==> config.mk <==
export PLATFORM = sky130hd
export DESIGN_NAME = bwt_engine
export DESIGN_NICKNAME = d
export VERILOG_FILES = /design/src/rtl/bwt_pkg.sv /design/src/rtl/bwt_rot_cmp.sv /design/src/rtl/bwt_engine.sv
export SDC_FILE = /design/constraint.sdc
export NUM_CORES = 2
export LEC_CHECK = 0
export CAP_MARGIN = 20
export CELL_PAD_IN_SITES_DETAIL_PLACEMENT = 1
export CELL_PAD_IN_SITES_GLOBAL_PLACEMENT = 1
export CORE_UTILIZATION = 56
export DETAILED_ROUTE_END_ITERATION = 10
export DONT_BUFFER_PORTS = 1
export PLACE_DENSITY = 0.76
export SLEW_MARGIN = 10
export SYNTH_ARGS = -nofsm -noshare
export SYNTH_HDL_FRONTEND = slang
export SYNTH_SLANG_ARGS = --single-unit
==> constraint.sdc <==
create_clock -name clk -period 7.3 [get_ports clk]
set_input_delay 1.46 -clock clk [delete_from_list [all_inputs] [get_ports clk]]
set_output_delay 1.46 -clock clk [all_outputs]
set_load 0.03 [all_outputs]
==> src/rtl/bwt_pkg.sv <==
// Shared types and default sizing for the BWT engine.
// Latency: n/a (package only).
// Backpressure: n/a (package only).
package bwt_pkg;

  localparam int DEF_DATA_W  = 8;
  localparam int DEF_MAX_LEN = 64;

  typedef enum logic [1:0] {
    IDLE   = 2'd0,
    CMP    = 2'd1,
    STORE  = 2'd2,
    STREAM = 2'd3
  } bwt_state_t;

endpackage

==> src/rtl/bwt_rot_cmp.sv <==
// Unsigned comparison of one symbol of rotation j (sym_a) against rotation i (sym_b).
// Latency: combinational.
// Backpressure: none.
// Ports: sym_a/sym_b symbols in; lt/eq/gt mutually exclusive flags out (a<b, a==b, a>b).
module bwt_rot_cmp
  import bwt_pkg::*;
#(
  parameter int DATA_W = DEF_DATA_W
) (
  input  logic [DATA_W-1:0] sym_a,
  input  logic [DATA_W-1:0] sym_b,
  output logic              lt,
  output logic              eq,
  output logic              gt
);

  assign lt = (sym_a <  sym_b);
  assign eq = (sym_a == sym_b);
  assign gt = (sym_a >  sym_b);

endmodule

==> src/rtl/bwt_engine.sv <==
// Burrows-Wheeler transform of a loaded string by rank counting of every rotation.
// Latency: start to first out_valid is at most length*(length*length+1)+2 cycles.
// Backpressure: output holds outstring/out_last while out_valid && !out_ready.
// Ports: clk/rst (sync, active-high); en/adr/in_string load the symbol buffer in IDLE;
//        length/start launch a transform; busy/err status; outstring/out_valid/out_ready/
//        out_last stream the result in rank order; primary_idx/done_flag report completion.
module bwt_engine
  import bwt_pkg::*;
#(
  parameter  int DATA_W  = DEF_DATA_W,
  parameter  int MAX_LEN = DEF_MAX_LEN,
  localparam int ADR_W   = (MAX_LEN > 1) ? $clog2(MAX_LEN) : 1
) (
  input  logic              clk,
  input  logic              rst,
  input  logic              en,
  input  logic [ADR_W-1:0]  adr,
  input  logic [DATA_W-1:0] in_string,
  input  logic [ADR_W:0]    length,
  input  logic              start,
  output logic              busy,
  output logic [DATA_W-1:0] outstring,
  output logic              out_valid,
  input  logic              out_ready,
  output logic              out_last,
  output logic [ADR_W-1:0]  primary_idx,
  output logic              done_flag,
  output logic              err
);

  localparam logic [ADR_W:0]   MAX_LEN_L = (ADR_W+1)'(MAX_LEN);
  localparam logic [ADR_W:0]   LEN_ONE   = (ADR_W+1)'(1);
  localparam logic [ADR_W-1:0] ADR_ONE   = ADR_W'(1);

  bwt_state_t state, state_nxt;

  logic [DATA_W-1:0] sbuf [MAX_LEN];
  logic [DATA_W-1:0] obuf [MAX_LEN];

  logic [ADR_W:0]   len_q;
  logic [ADR_W-1:0] i_q, j_q, k_q;   // rotation under rank, rotation compared, symbol offset
  logic [ADR_W-1:0] pi_q, pj_q;      // buffer positions (i+k) and (j+k), wrapped
  logic [ADR_W-1:0] rank_q, rd_q;

  logic [ADR_W:0]   len_m1;
  logic             last_i, last_j, last_k, last_rd;
  logic             start_ok, adr_ok;
  logic             sym_lt, sym_eq, sym_gt;
  logic             self_pair, pair_done, rank_inc;
  logic [ADR_W-1:0] prev_pos;

  // Position advance modulo the string length without a divider.
  function automatic logic [ADR_W-1:0] wrap_inc(input logic [ADR_W-1:0] p,
                                                input logic [ADR_W:0]   n);
    logic [ADR_W:0] s;
    s = {1'b0, p} + LEN_ONE;
    return (s == n) ? '0 : s[ADR_W-1:0];
  endfunction

  assign len_m1  = len_q - LEN_ONE;
  assign last_i  = ({1'b0, i_q}  == len_m1);
  assign last_j  = ({1'b0, j_q}  == len_m1);
  assign last_k  = ({1'b0, k_q}  == len_m1);
  assign last_rd = ({1'b0, rd_q} == len_m1);

  assign adr_ok   = ({1'b0, adr} < MAX_LEN_L);
  assign start_ok = start && (state == IDLE) && (length != '0) && (length <= MAX_LEN_L);

  bwt_rot_cmp #(.DATA_W(DATA_W)) u_cmp (
    .sym_a (sbuf[pj_q]),
    .sym_b (sbuf[pi_q]),
    .lt    (sym_lt),
    .eq    (sym_eq),
    .gt    (sym_gt)
  );

  // A pair finishes on the self pair, the first mismatch, or a full-length match.
  assign self_pair = (j_q == i_q);
  assign pair_done = self_pair || sym_lt || sym_gt || last_k;
  assign rank_inc  = !self_pair && (sym_lt || (sym_eq && last_k && (j_q < i_q)));

  // Symbol preceding rotation i in the cyclic string: its last symbol.
  assign prev_pos = (i_q == '0) ? len_m1[ADR_W-1:0] : (i_q - ADR_ONE);

  always_ff @(posedge clk) begin
    if (rst) state <= IDLE;
    else     state <= state_nxt;
  end

  always_comb begin
    state_nxt = state;
    busy      = 1'b1;
    out_valid = 1'b0;
    out_last  = 1'b0;
    outstring = '0;
    case (state)
      IDLE: begin
        busy = 1'b0;
        if (start_ok) state_nxt = CMP;
      end
      CMP: begin
        if (pair_done && last_j) state_nxt = STORE;
      end
      STORE: begin
        state_nxt = last_i ? STREAM : CMP;
      end
      STREAM: begin
        out_valid = 1'b1;
        out_last  = last_rd;
        outstring = obuf[rd_q];
        if (out_ready && last_rd) state_nxt = IDLE;
      end
      default: state_nxt = IDLE;
    endcase
  end

  // Buffers are plain register arrays; contents survive reset.
  always_ff @(posedge clk) begin
    if (en && (state == IDLE) && adr_ok) sbuf[adr] <= in_string;
    if (state == STORE) obuf[rank_q] <= sbuf[prev_pos];
  end

  always_ff @(posedge clk) begin
    if (rst) begin
      len_q       <= '0;
      i_q         <= '0;
      j_q         <= '0;
      k_q         <= '0;
      pi_q        <= '0;
      pj_q        <= '0;
      rank_q      <= '0;
      rd_q        <= '0;
      primary_idx <= '0;
      done_flag   <= 1'b0;
      err         <= 1'b0;
    end else begin
      err <= start && !start_ok;
      case (state)
        IDLE: begin
          if (start_ok) begin
            len_q     <= length;
            i_q       <= '0;
            j_q       <= '0;
            k_q       <= '0;
            pi_q      <= '0;
            pj_q      <= '0;
            rank_q    <= '0;
            done_flag <= 1'b0;
          end
        end
        CMP: begin
          if (pair_done) begin
            if (rank_inc) rank_q <= rank_q + ADR_ONE;
            if (!last_j) begin
              // j+1 <= length-1 here, so no wrap is needed.
              j_q  <= j_q + ADR_ONE;
              k_q  <= '0;
              pi_q <= i_q;
              pj_q <= j_q + ADR_ONE;
            end
          end else begin
            k_q  <= k_q + ADR_ONE;
            pi_q <= wrap_inc(pi_q, len_q);
            pj_q <= wrap_inc(pj_q, len_q);
          end
        end
        STORE: begin
          if (i_q == '0) primary_idx <= rank_q;
          if (last_i) begin
            rd_q      <= '0;
            done_flag <= 1'b1;
          end else begin
            i_q    <= i_q + ADR_ONE;
            j_q    <= '0;
            k_q    <= '0;
            pi_q   <= i_q + ADR_ONE;
            pj_q   <= '0;
            rank_q <= '0;
          end
        end
        STREAM: begin
          if (out_ready && !last_rd) rd_q <= rd_q + ADR_ONE;
        end
        default: ;
      endcase
    end
  end

endmodule

* Yosys cells after proc, flatten, opt, wreduce, memory -nomap -nowiden
Memory sizes are Yosys's and may differ from the RTL's. A register that Yosys moved wholly into a read port is not among the register bits.
Index checks and enable logic that the tools add are counted.
** Word-level totals
- Flip-flop bits (word level) :: 59
- Memory bits (writable) :: 1024
- Input bits :: 26
- Output and inout port bits :: 19
- Logic and storage cells :: 127
- Memories kept :: 2
** Memories
- obuf :: depth 64, bits a word 8, read ports 1, clocked after Yosys merged registers in 1, wr ports 1, RTL line bwt_engine.sv:38 : logic [DATA_W-1:0] obuf [MAX_LEN];
- sbuf :: depth 64, bits a word 8, read ports 3, clocked after Yosys merged registers in 2, wr ports 1, RTL line bwt_engine.sv:37 : logic [DATA_W-1:0] sbuf [MAX_LEN];
** Cells by class
- Add/subtract/negate cells :: 9
- Order comparisons :: 4
- Eq/ne operators :: 21
- Mux-type cells :: 46
- Reductions and logical operators :: 33
** Operators with widths (number)
- $mux W6 :: 23
- $pmux W6 S3 :: 5
- $add A6 B1 Y6 const B :: 5
- $eq A6 B7 Y1 :: 4
- $pmux W6 S2 :: 2
- $ne A2 B2 Y1 const B :: 9
- $add A6 B1 Y7 const B :: 2
- $eq A7 B7 Y1 :: 2
- $reduce_and A3 Y1 :: 4
- $logic_and A1 B1 Y1 :: 11
- $reduce_and A5 Y1 :: 2
- $mux W1 :: 9
- $eq A8 B8 Y1 :: 1
- $gt A8 B8 Y1 :: 1
- $lt A8 B8 Y1 :: 1
- $mux W2 :: 4
- $mux W8 :: 1
- $pmux W2 S4 :: 1
- $le A7 B7 Y1 const B :: 1
- $reduce_bool A7 Y1 :: 1
- $sub A7 B1 Y7 const B :: 1
- $eq A6 B6 Y1 :: 1
- $logic_not A6 Y1 :: 1
- $lt A6 B6 Y1 :: 1
- 12 further kinds :: 20

* Longest topological paths before layout
- Word-level depth :: 9
- Depth in mapped cells :: 16
- Mapped depth without buffers :: 13

* Cells and area by module
A second synthesis with hierarchy kept.
** Unflattened totals
- Cell total of the unflattened synthesis :: 3108
- Area, all modules :: 52574.2 µm²
** By module, submodules not included
- bwt_engine :: times used 1, cells each 3079, area an instance 52349.0 µm², seq. area each 32291.0 µm²
- bwt_rot_cmp :: times used 1, cells each 29, area an instance 225.2 µm², seq. area each 0.0 µm²

* Worst setup path after synthesis
OpenSTA, ideal clock, no wires.
- Path type :: register to register
- From :: register (tool-made name)
- To :: register (tool-made name)
- Setup time :: 0.104 ns
- Arrival :: 5.171 ns
- Data required time :: 7.196 ns
- Slack :: 2.025 ns
- Cell stages (with the launch flop) :: 15
- Buffers on the path :: 2
- Clock period less this slack :: 5.275 ns
- Cells stage by stage :: dfxtp_1 clkbuf_1 buf_1 mux4_2 mux4_2 mux4_2 ha_1 nand3_1 o221a_2 o31ai_1 o211a_1 nand2_1 or4_1 and3_1 o32ai_1

==> flow_metrics.env <==
export IMPL_outcome="complete, no violations"
export IMPL_dpl_worst_slack_ps=1290
export IMPL_drv_cap=0
export IMPL_min_path_type="flip-flop to flip-flop"
export IMPL_reg2reg_slack_ps=1240
export IMPL_end_kind="flip-flop"
export IMPL_worst_slew_pin_transition_ps=1190
export IMPL_dr_pass1_iters=6
export IMPL_clock_skew_ps=23.3
export IMPL_hold_violations=0
export IMPL_wire_per_inst_um=37.6
export IMPL_synth_adder_area_share_pct=0.667
export IMPL_yosys_area_share_simple_pct=5.36
export IMPL_yosys_area_share_xor_xnor_pct=1.16
export IMPL_hold_path_startpoint="k_q[4]$_SDFFE_PP0N_"
export IMPL_synth_edf_count=1024
export IMPL_relSlewSlack_pct=20.4
export IMPL_yosysSeqAreaShare_pct=61.5
export IMPL_gr_total_overflow=0
export IMPL_critPathRequiredTime_ps=7890
export IMPL_die_x_um=308
export IMPL_drive_gt1_share_pct=29.6
export IMPL_dieHeight_um=308
export IMPL_yosys_warnings=0
export IMPL_diodes=0
export IMPL_mappedNetlistArea_sq_um=52500
export IMPL_drt_iter0_markers=4041
export IMPL_ys_ff_latch=1101
export IMPL_grt_max_degree=66
export IMPL_place_inst=4070
export IMPL_critPathLaunchType="flip-flop"
export IMPL_ir_drop_mv=0.232
export IMPL_grt_pass1_wl_um=233000
export IMPL_p_total_mw=18.0
export IMPL_synth_ff_type="edfxtp_1"
export IMPL_synthMuxAreaShare_pct=26.1
export IMPL_wl_um=162000
export IMPL_grt_usage_pct=34.9
export IMPL_num_vias=31200
export IMPL_syn_to_final_growth_pct=10.5
export IMPL_clk_latency_ps=720
export IMPL_cts_buffers_inserted=113
export IMPL_synth_cells=2950
export IMPL_finalMaxSlewViolations=0
export IMPL_leakagePower_nw=18.0
export IMPL_holdWs_ps=536
export IMPL_power_density_nw_per_um2=310
export IMPL_synth_top_family_by_area="multiplexers"
export IMPL_syn_num_nets=3004
export IMPL_path_class="flip-flop to flip-flop"
export IMPL_yosysUniqueCellTypes=77
export IMPL_ant_nets=0
export IMPL_cts_repair_resized=0
export IMPL_die_area_sq_um=95000
export IMPL_cp_max_fo=63
export IMPL_portBuffers=0
export IMPL_period_share_pct=83.0
export IMPL_initial_core_util_pct=57.0
export IMPL_cts_buffer_depth=3
export IMPL_ctsHoldBuffers=0
export IMPL_final_area_sq_um=58000
export IMPL_fin_tns_setup_ps=0
export IMPL_root_buffer="clkbuf_16"
export IMPL_timing_final_crit_period_ps=6060
export IMPL_fp_row_count=111
export IMPL_timing_fmax_mhz=165
export IMPL_io_pins=45
export IMPL_gp_congestion=0.957
export IMPL_stdcell_count=4294
export IMPL_postPlaceCellArea_sq_um=54100
export IMPL_fin_nets=3009
export IMPL_route_detailed_drc=0
export IMPL_core_sq_um=92200
export IMPL_clock_sinks=1101
export IMPL_avgSynthCellArea_sq_um=17.8
export IMPL_synth_compound_area_share_pct=3.26
export IMPL_hpwl_um=107000
export IMPL_async_flop_share_pct=0
export IMPL_setup_viol=0
export IMPL_htree_levels=3
export IMPL_arrival_ps=6650
export IMPL_post_cts_setup_buffers=0
export IMPL_setup_slack_ps=1240
export IMPL_grt_pass1_vias=32500
export IMPL_path_clk_slew_ps=60
export IMPL_cts_tree="done"
export IMPL_rsz0062_at_grt="no"
export IMPL_viasPerCell=7.27
export IMPL_fin_util_pct=62.9
export IMPL_antenna_found_initial=3
[final cells by class]
| cell class | count | area, sq um |
|---|---|---|
| Multi-Input combinational cell | 1593 | 19200 |
| Clock buffer | 137 | 2960 |
| Timing Repair Buffer | 104 | 995 |
| Sequential cell | 1101 | 32300 |
| Tap cell | 1243 | 1560 |
| Inverter | 42 | 158 |
| Clock inverter | 74 | 822 |
| Fill cell | 7824 | 34200 |
[path summary, 6_finish.rpt]
path	end	depth (start not counted)
setup reg to reg	flip-flop	14
hold reg to reg	k_q[4]$_SDFFE_PP0N_	2
hold / removal	k_q[4]$_SDFFE_PP0N_	2
setup / recovery	flip-flop	14
[flip-flops by register name (all words and copies together) (netlist names), named ones only]
| signal | cells |
|---|---|
| obuf | 512 |
| sbuf | 512 |
| len_q | 7 |
| i_q | 6 |
| j_q | 6 |
| k_q | 6 |
| pi_q | 6 |
| pj_q | 6 |
| primary_idx | 6 |
| rank_q | 6 |
| rd_q | 6 |
| state | 2 |
| done_flag | 1 |
| err | 1 |
[critical path, cell delays in order, from the launching register on]
cell	delay, ps
dfxtp_4	1050
buf_12	340
buf_4	230
mux4_2	360
mux4_2	560
mux4_2	470
inv_1	70
ha_1	160
nand3_1	230
o31ai_1	840
o211a_1	390
nand2_1	180
or4_1	570
and3_1	200
o32ai_1	150
[routing by layer]
metal	GRT usage, %	vias up	wire (um)
li1	-	12300	-
met2	56.2	1888	78400
met4	21.9	6	11800
met1	44.2	16500	56900
met5	0	-	40
met3	6.57	471	14500
[cells in the mapped netlist (4+ instances only)]
cell type / n / area, sq um
a211o_1: 4 / 35.0
a21o_1: 9 / 67.6
a21oi_1: 68 / 340
a22o_1: 7 / 61.3
a22oi_1: 48 / 360
a31oi_1: 16 / 100
a32oi_1: 16 / 140
and2_1: 15 / 93.8
and3_1: 6 / 37.5
buf_1: 43 / 161
buf_2: 24 / 120
buf_4: 6 / 45.0
buf_6: 5 / 56.3
clkbuf_1: 136 / 510
dfxtp_1: 77 / 1540
edfxtp_1: 1024 / 30700
ha_1: 28 / 350
inv_1: 41 / 154
mux2i_1: 82 / 821
mux4_2: 570 / 12800
nand2_1: 188 / 706
nand3_1: 78 / 390
nand3b_1: 9 / 67.6
nand4_1: 27 / 169
nor2_1: 194 / 728
nor2b_1: 5 / 31.3
nor3_1: 18 / 90.1
nor3b_1: 4 / 30.0
nor4_1: 7 / 43.8
o211ai_1: 8 / 60.1
o21ai_0: 23 / 115
o31ai_1: 5 / 37.5
o32ai_1: 9 / 78.8
or2_2: 8 / 50.1
or3_1: 10 / 62.6
or4_1: 12 / 90.1
xnor2_1: 31 / 272
xnor3_1: 6 / 135
xor2_1: 21 / 184
[placed cells by master, fill, tap and decap left out, drive strengths merged, types with 21 or more instances in the layout]
master and instances:
nand3 78, buf 104, clkbuf 137, a21oi 68
nand2 189, inv 43, clkinv 49, dfxtp 77
mux2i 83, edfxtp 1024, xor2 21, nor2 194
o21ai 26, nand4 27, xnor2 32, ha 28
mux4 570, a22oi 48
[logic make-up after synthesis]
kind of cell               count (synthesis)
adders and majority gates                 28
buffers and inverters                    256
xor gates and xnor gates                  59
DFF                                     1101
AOI/OAI and AO/OA                        248
muxes                                    654
and+or+nand+nor                          604
[power by group]
group          switching [mW]  leakage [nW]  total, mW  internal (mW)
clock network            2.52          1.83       5.94           3.42
registers               0.129          9.86       8.07           7.94
logic                    2.73          6.28       4.01           1.28
No activity file was read; power rests on OpenSTA's default activity.
